## config.mk

```make
export PLATFORM = sky130hd
export DESIGN_NAME = serial_magnitude_comparator_flat
export DESIGN_NICKNAME = d
export VERILOG_FILES = /design/src/rtl/serial_magnitude_comparator_if.sv /design/src/rtl/serial_magnitude_comparator.sv /design/src/flat_wrapper.sv
export SDC_FILE = /design/constraint.sdc
export NUM_CORES = 1
export LEC_CHECK = 0
export ABC_AREA = 1
export CAP_MARGIN = 20
export CORE_AREA = 2 2 49 51
export DETAILED_ROUTE_END_ITERATION = 8
export DIE_AREA = 0 0 51 53
export SETUP_SLACK_MARGIN = 0.05
export SLEW_MARGIN = 30
export SYNTH_ARGS = -nofsm -noshare
export SYNTH_HDL_FRONTEND = slang
export SYNTH_SLANG_ARGS = --single-unit
export TNS_END_PERCENT = 1
```

## constraint.sdc

```tcl
create_clock -name clk -period 1.5 [get_ports clk]
set_input_delay 0.3 -clock clk [delete_from_list [all_inputs] [get_ports clk]]
set_output_delay 0.3 -clock clk [all_outputs]
set_load 0.02 [all_outputs]
```

## src/rtl/serial_magnitude_comparator_if.sv

```systemverilog
// Handshake and result bundle for the bit-serial magnitude comparator.
// The master drives operand bits; the slave (comparator) returns status and the result.
interface serial_magnitude_comparator_if;
    logic start;
    logic bit_valid;
    logic a_bit;
    logic b_bit;
    logic busy;
    logic done;
    logic lt;
    logic gt;
    logic eq;

    modport master (
        output start, bit_valid, a_bit, b_bit,
        input  busy, done, lt, gt, eq
    );

    modport slave (
        input  start, bit_valid, a_bit, b_bit,
        output busy, done, lt, gt, eq
    );
endinterface

```

## src/rtl/serial_magnitude_comparator.sv

```systemverilog
// LSB-first unsigned comparator: consumes one A/B bit pair per valid cycle and
// reports a registered one-hot lt/gt/eq result with a single-cycle done pulse.
module serial_magnitude_comparator #(
    parameter int WIDTH = 4
) (
    input  logic                          clk,
    input  logic                          rst,
    serial_magnitude_comparator_if.slave  bus
);
    localparam int CW = $clog2(WIDTH);

    typedef enum logic [1:0] {ST_IDLE, ST_SHIFT, ST_DONE} state_t;
    typedef enum logic [1:0] {REL_EQ, REL_LT, REL_GT} rel_t;

    state_t        state_q, state_d;
    rel_t          rel_q, rel_d, rel_new;
    logic [CW-1:0] cnt_q, cnt_d;
    logic          lt_q, lt_d;
    logic          gt_q, gt_d;
    logic          eq_q, eq_d;

    always_ff @(posedge clk) begin
        if (rst) begin
            state_q <= ST_IDLE;
            rel_q   <= REL_EQ;
            cnt_q   <= '0;
            lt_q    <= 1'b0;
            gt_q    <= 1'b0;
            eq_q    <= 1'b1;
        end else begin
            state_q <= state_d;
            rel_q   <= rel_d;
            cnt_q   <= cnt_d;
            lt_q    <= lt_d;
            gt_q    <= gt_d;
            eq_q    <= eq_d;
        end
    end

    // Later (higher) bits override the relation built from lower bits.
    always_comb begin
        rel_new = rel_q;
        if (bus.a_bit && !bus.b_bit) begin
            rel_new = REL_GT;
        end else if (!bus.a_bit && bus.b_bit) begin
            rel_new = REL_LT;
        end
    end

    always_comb begin
        state_d = state_q;
        rel_d   = rel_q;
        cnt_d   = cnt_q;
        lt_d    = lt_q;
        gt_d    = gt_q;
        eq_d    = eq_q;
        case (state_q)
            ST_IDLE: begin
                if (bus.start) begin
                    state_d = ST_SHIFT;
                    rel_d   = REL_EQ;
                    cnt_d   = '0;
                end
            end
            ST_SHIFT: begin
                if (bus.bit_valid) begin
                    rel_d = rel_new;
                    if (cnt_q == CW'(WIDTH - 1)) begin
                        state_d = ST_DONE;
                        lt_d    = (rel_new == REL_LT);
                        gt_d    = (rel_new == REL_GT);
                        eq_d    = (rel_new == REL_EQ);
                    end else begin
                        cnt_d = cnt_q + CW'(1);
                    end
                end
            end
            ST_DONE: begin
                state_d = ST_IDLE;
            end
            default: begin
                state_d = ST_IDLE;
            end
        endcase
    end

    assign bus.busy = (state_q != ST_IDLE);
    assign bus.done = (state_q == ST_DONE);
    assign bus.lt   = lt_q;
    assign bus.gt   = gt_q;
    assign bus.eq   = eq_q;
endmodule
```

## src/flat_wrapper.sv

```systemverilog
// flat-port wrapper written by rule: the top's interface ports become plain ports
module serial_magnitude_comparator_flat 
#(
    parameter int WIDTH = 4
)
  (clk, rst, bus_start, bus_bit_valid, bus_a_bit, bus_b_bit, bus_busy, bus_done, bus_lt, bus_gt, bus_eq);
  serial_magnitude_comparator_if bus_i ();
  input  logic clk;
  input  logic rst;
  input wire logic [$bits(bus_i.start)-1:0] bus_start;
  input wire logic [$bits(bus_i.bit_valid)-1:0] bus_bit_valid;
  input wire logic [$bits(bus_i.a_bit)-1:0] bus_a_bit;
  input wire logic [$bits(bus_i.b_bit)-1:0] bus_b_bit;
  output wire logic [$bits(bus_i.busy)-1:0] bus_busy;
  output wire logic [$bits(bus_i.done)-1:0] bus_done;
  output wire logic [$bits(bus_i.lt)-1:0] bus_lt;
  output wire logic [$bits(bus_i.gt)-1:0] bus_gt;
  output wire logic [$bits(bus_i.eq)-1:0] bus_eq;
  assign bus_i.start = bus_start;
  assign bus_i.bit_valid = bus_bit_valid;
  assign bus_i.a_bit = bus_a_bit;
  assign bus_i.b_bit = bus_b_bit;
  assign bus_busy = bus_i.busy;
  assign bus_done = bus_i.done;
  assign bus_lt = bus_i.lt;
  assign bus_gt = bus_i.gt;
  assign bus_eq = bus_i.eq;
  serial_magnitude_comparator #(.WIDTH(WIDTH)) u_core (.clk(clk), .rst(rst), .bus(bus_i));
endmodule
```

==> impl_metrics.prom <==
# TYPE chip_impl_metric gauge
chip_impl_metric{name="antenna_found_initial",unit=""} 0
chip_impl_metric{name="detail_route.wl_per_cell",unit="um"} 8.85
chip_impl_metric{name="syn2layout_area_growth",unit="%"} 31.6
chip_impl_metric{name="layout_min_cycle_time",unit="ns"} 1.40
chip_impl_metric{name="power.density_cell_area",unit="nW/um2"} 788
chip_impl_metric{name="post_synth.cell_area_avg",unit="um2"} 6.95
chip_impl_metric{name="netlist_instances",unit=""} 70
chip_impl_info{name="hold_end",value="u_core.bus.gt"} 1
chip_impl_info{name="holdCritPathClass",value="flip-flop to flip-flop"} 1
chip_impl_metric{name="ys.warnings.count",unit=""} 0
chip_impl_metric{name="finalPower",unit="mW"} 0.505
chip_impl_metric{name="worst_hold_path.num_cells",unit=""} 2
chip_impl_info{name="layout_commonest_cell",value="sky130_fd_sc_hd__nand2_1"} 1
chip_impl_metric{name="synth_seq_area_share",unit="%"} 37.0
chip_impl_metric{name="required_time_of_the_critical_path",unit="ns"} 1.20
chip_impl_metric{name="worstMarginPinSlew",unit="ns"} 0.320
chip_impl_metric{name="cts_hold_buffers",unit=""} 0
chip_impl_metric{name="skew_final",unit="ns"} 0.00186
chip_impl_metric{name="floorplan.die.width",unit="um"} 51
chip_impl_metric{name="dp.final_hpwl",unit="um"} 813
chip_impl_metric{name="max_cap_viols",unit=""} 0
chip_impl_metric{name="dr.pass1.iters",unit=""} 4
chip_impl_info{name="worst_setup_path_start_kind",value="flip-flop"} 1
chip_impl_metric{name="design.final.nets",unit=""} 92
chip_impl_metric{name="final.period_utilization",unit="%"} 93.4
chip_impl_metric{name="initial_core_util",unit="%"} 22.7
chip_impl_metric{name="max-slew-margin-rel",unit="%"} 78.6
chip_impl_info{name="crit_path_capture_type",value="output pin"} 1
chip_impl_metric{name="worst-r2r-setup-slack",unit="ns"} 0.35
chip_impl_metric{name="clk_pin_slew",unit="ns"} 0.06
chip_impl_metric{name="report.final.setup_viol",unit=""} 0
chip_impl_metric{name="grt_start_max_net_pins",unit=""} 10
chip_impl_metric{name="grt_first_pass_wirelength",unit="um"} 1750
chip_impl_metric{name="floorplan.die.height",unit="um"} 53
chip_impl_metric{name="port-buffer-count",unit=""} 10
chip_impl_metric{name="synth_cell_types",unit=""} 16
chip_impl_info{name="cts_tree",value="done"} 1
chip_impl_metric{name="critical_path_arrival",unit="ns"} 1.10
chip_impl_metric{name="number_of_global_route_vias_before_repair",unit=""} 449
chip_impl_metric{name="drc",unit=""} 0
chip_impl_metric{name="post-synth-top-area-fraction",unit="%"} 37.0
chip_impl_metric{name="core_region_area",unit="um2"} 2150
chip_impl_metric{name="rows",unit=""} 17
chip_impl_metric{name="timing_max_transition_violations_final",unit=""} 0
chip_impl_metric{name="clock_tree.htree_level_count",unit=""} 1
chip_impl_info{name="unrepaired_setup_endpoints_after_global_routing",value="true"} 1
chip_impl_metric{name="dp.cells",unit=""} 108
chip_impl_metric{name="final_layout_size_suffix_gt1_share",unit="%"} 16.7
chip_impl_info{name="mostFrequentLayoutCells",value="sky130_fd_sc_hd__nand2_1, sky130_fd_sc_hd__inv_1, sky130_fd_sc_hd__dfxtp_1"} 1
chip_impl_metric{name="die_area",unit="um2"} 2700
chip_impl_metric{name="final_report_hold_violation_count",unit=""} 0
chip_impl_metric{name="fmax",unit="GHz"} 0.714
chip_impl_metric{name="clock-sinks",unit=""} 9
chip_impl_info{name="clock_tree.root_cell",value="sky130_fd_sc_hd__clkbuf_4"} 1
chip_impl_metric{name="crit_path_max_fanout",unit=""} 3
chip_impl_metric{name="power.leakage",unit="nW"} 0.276
chip_impl_metric{name="cts-buffers-inserted",unit=""} 3
chip_impl_info{name="yosys-top-cells-area",value="sky130_fd_sc_hd__dfxtp_1, sky130_fd_sc_hd__nand2_1, sky130_fd_sc_hd__a21oi_1, sky130_fd_sc_hd__inv_1, sky130_fd_sc_hd__nand3_1"} 1
chip_impl_metric{name="ant_nets",unit=""} 0
chip_impl_info{name="regToRegEndpoint",value="u_core.bus.eq"} 1
chip_impl_metric{name="netlist_area",unit="um2"} 487
chip_impl_metric{name="setup_tns",unit="ns"} 0
chip_impl_metric{name="drt-initial-drc-count",unit=""} 8
chip_impl_info{name="r2r-start",value="u_core.state_q[0]"} 1
chip_impl_info{name="run_status",value="completed"} 1
chip_impl_metric{name="synth-seq-cells",unit=""} 9
chip_impl_metric{name="reg2reg_depth",unit=""} 6
chip_impl_metric{name="clk_latency",unit="ns"} 0.26
chip_impl_info{name="timing.setup.critical_path_class",value="flip-flop to output pin"} 1
chip_impl_metric{name="diodes",unit=""} 0
chip_impl_metric{name="track_usage",unit="%"} 8.89
chip_impl_metric{name="fin_cells",unit=""} 112
chip_impl_metric{name="post_drt_via_cell_ratio",unit=""} 4.21
chip_impl_info{name="synth_top_cell_by_area",value="sky130_fd_sc_hd__dfxtp_1"} 1
chip_impl_metric{name="clock_tree.buffer_depth",unit=""} 2
chip_impl_metric{name="grt-ovfl-total",unit=""} 0
chip_impl_metric{name="gp_congestion",unit=""} 0.830
chip_impl_metric{name="wl",unit="um"} 991
chip_impl_metric{name="utilization",unit="%"} 29.8
chip_impl_info{name="timing.hold.worst.start",value="u_core.bus.gt"} 1
chip_impl_metric{name="max-vdd-ir-drop",unit="mV"} 0.470
chip_impl_metric{name="number_of_vias_after_detailed_routing",unit=""} 471
chip_impl_metric{name="ioPinCount",unit=""} 11
chip_impl_metric{name="fillers",unit=""} 241
chip_impl_metric{name="synth_nets",unit=""} 77
## cell type report
cell class	instances	area [um2]	share of cell area, %
flip-flops and latches	9	180	28.1
multi-input cells	46	243	37.9
inverters	13	51.3	8.01
clock buffers	4	26.3	4.10
well taps	28	35.0	5.47
repair buffers	12	105	16.4
## synthesized netlist by cell type
master,n
sky130_fd_sc_hd__dfxtp_1,9
sky130_fd_sc_hd__ha_1,1
sky130_fd_sc_hd__nor2_4,2
sky130_fd_sc_hd__buf_6,1
sky130_fd_sc_hd__nor2_1,4
sky130_fd_sc_hd__inv_4,1
sky130_fd_sc_hd__nand3_1,6
sky130_fd_sc_hd__nand3_2,1
sky130_fd_sc_hd__nand4_1,4
sky130_fd_sc_hd__a21oi_1,8
sky130_fd_sc_hd__nand2_1,15
sky130_fd_sc_hd__buf_1,1
sky130_fd_sc_hd__a21oi_2,1
sky130_fd_sc_hd__inv_2,2
sky130_fd_sc_hd__o21ai_0,4
sky130_fd_sc_hd__inv_1,10
## layer usage
layer / track usage [%] / part of all wire [%] / vias to the layer above
li1: - / - / 255
met4: 1.35 / 0 / 0
met3: 5.08 / 5.4 / 0
met1: 9.57 / 48 / 208
met5: 0 / 0 / -
met2: 15.4 / 46 / 8
## worst max-delay path by stage
stage	from	slack, ns	to
floorplan	u_core.state_q[1]	0.45	bus_done
global placement	bus_bit_valid	0.06	u_core.cnt_q[1]
detailed placement	bus_bit_valid	0.03	u_core.cnt_q[0]
CTS	u_core.state_q[1]	0.05	bus_busy
global route	u_core.state_q[1]	0.04	bus_busy
finish	u_core.state_q[1]	0.1	bus_busy
## report_power, final
group	switching, mW	leakage (nW)	internal [mW]
Clock	0.0816	0.0150	0.102
Combinational	0.0431	0.188	0.0307
Sequential	0.00337	0.0730	0.244
Total	0.128	0.276	0.377
## through the flow
stage	setup slack [ns]	hold slack, ns	instance area (um2)
detailed placement	0.0283	0.456	622
global route	0.0426	0.502	641
CTS	0.0549	0.465	642
finish	0.0985	0.465	641
floorplan	0.445	0.444	487
global placement	0.0609	0.455	622
## cell families after synthesis
family	share of synthesized area [%]
compound gates	14.1
fa+ha+maj	2.57
buf+inv	13.6
flops	37.0
simple gates	32.6
## sequential cells by signal, indices dropped and copies added, names as in the netlist
name            count
u_core.cnt_q        2
u_core.rel_q        2
u_core.state_q      2
u_core.bus.eq       1
u_core.bus.gt       1
u_core.bus.lt       1
## worst max-delay path: stages (launching register included)
cell and delay, ns:
sky130_fd_sc_hd__dfxtp_1 0.34, sky130_fd_sc_hd__nor2_2 0.15, sky130_fd_sc_hd__inv_1 0.05, sky130_fd_sc_hd__dlygate4sd2_1 0.31
## timing repair
item	in CTS	in global routing
gates resized for setup	5	3
setup endpoints to repair	5	2
setup buffers	0	0
(Power assumes the default switching activity.)
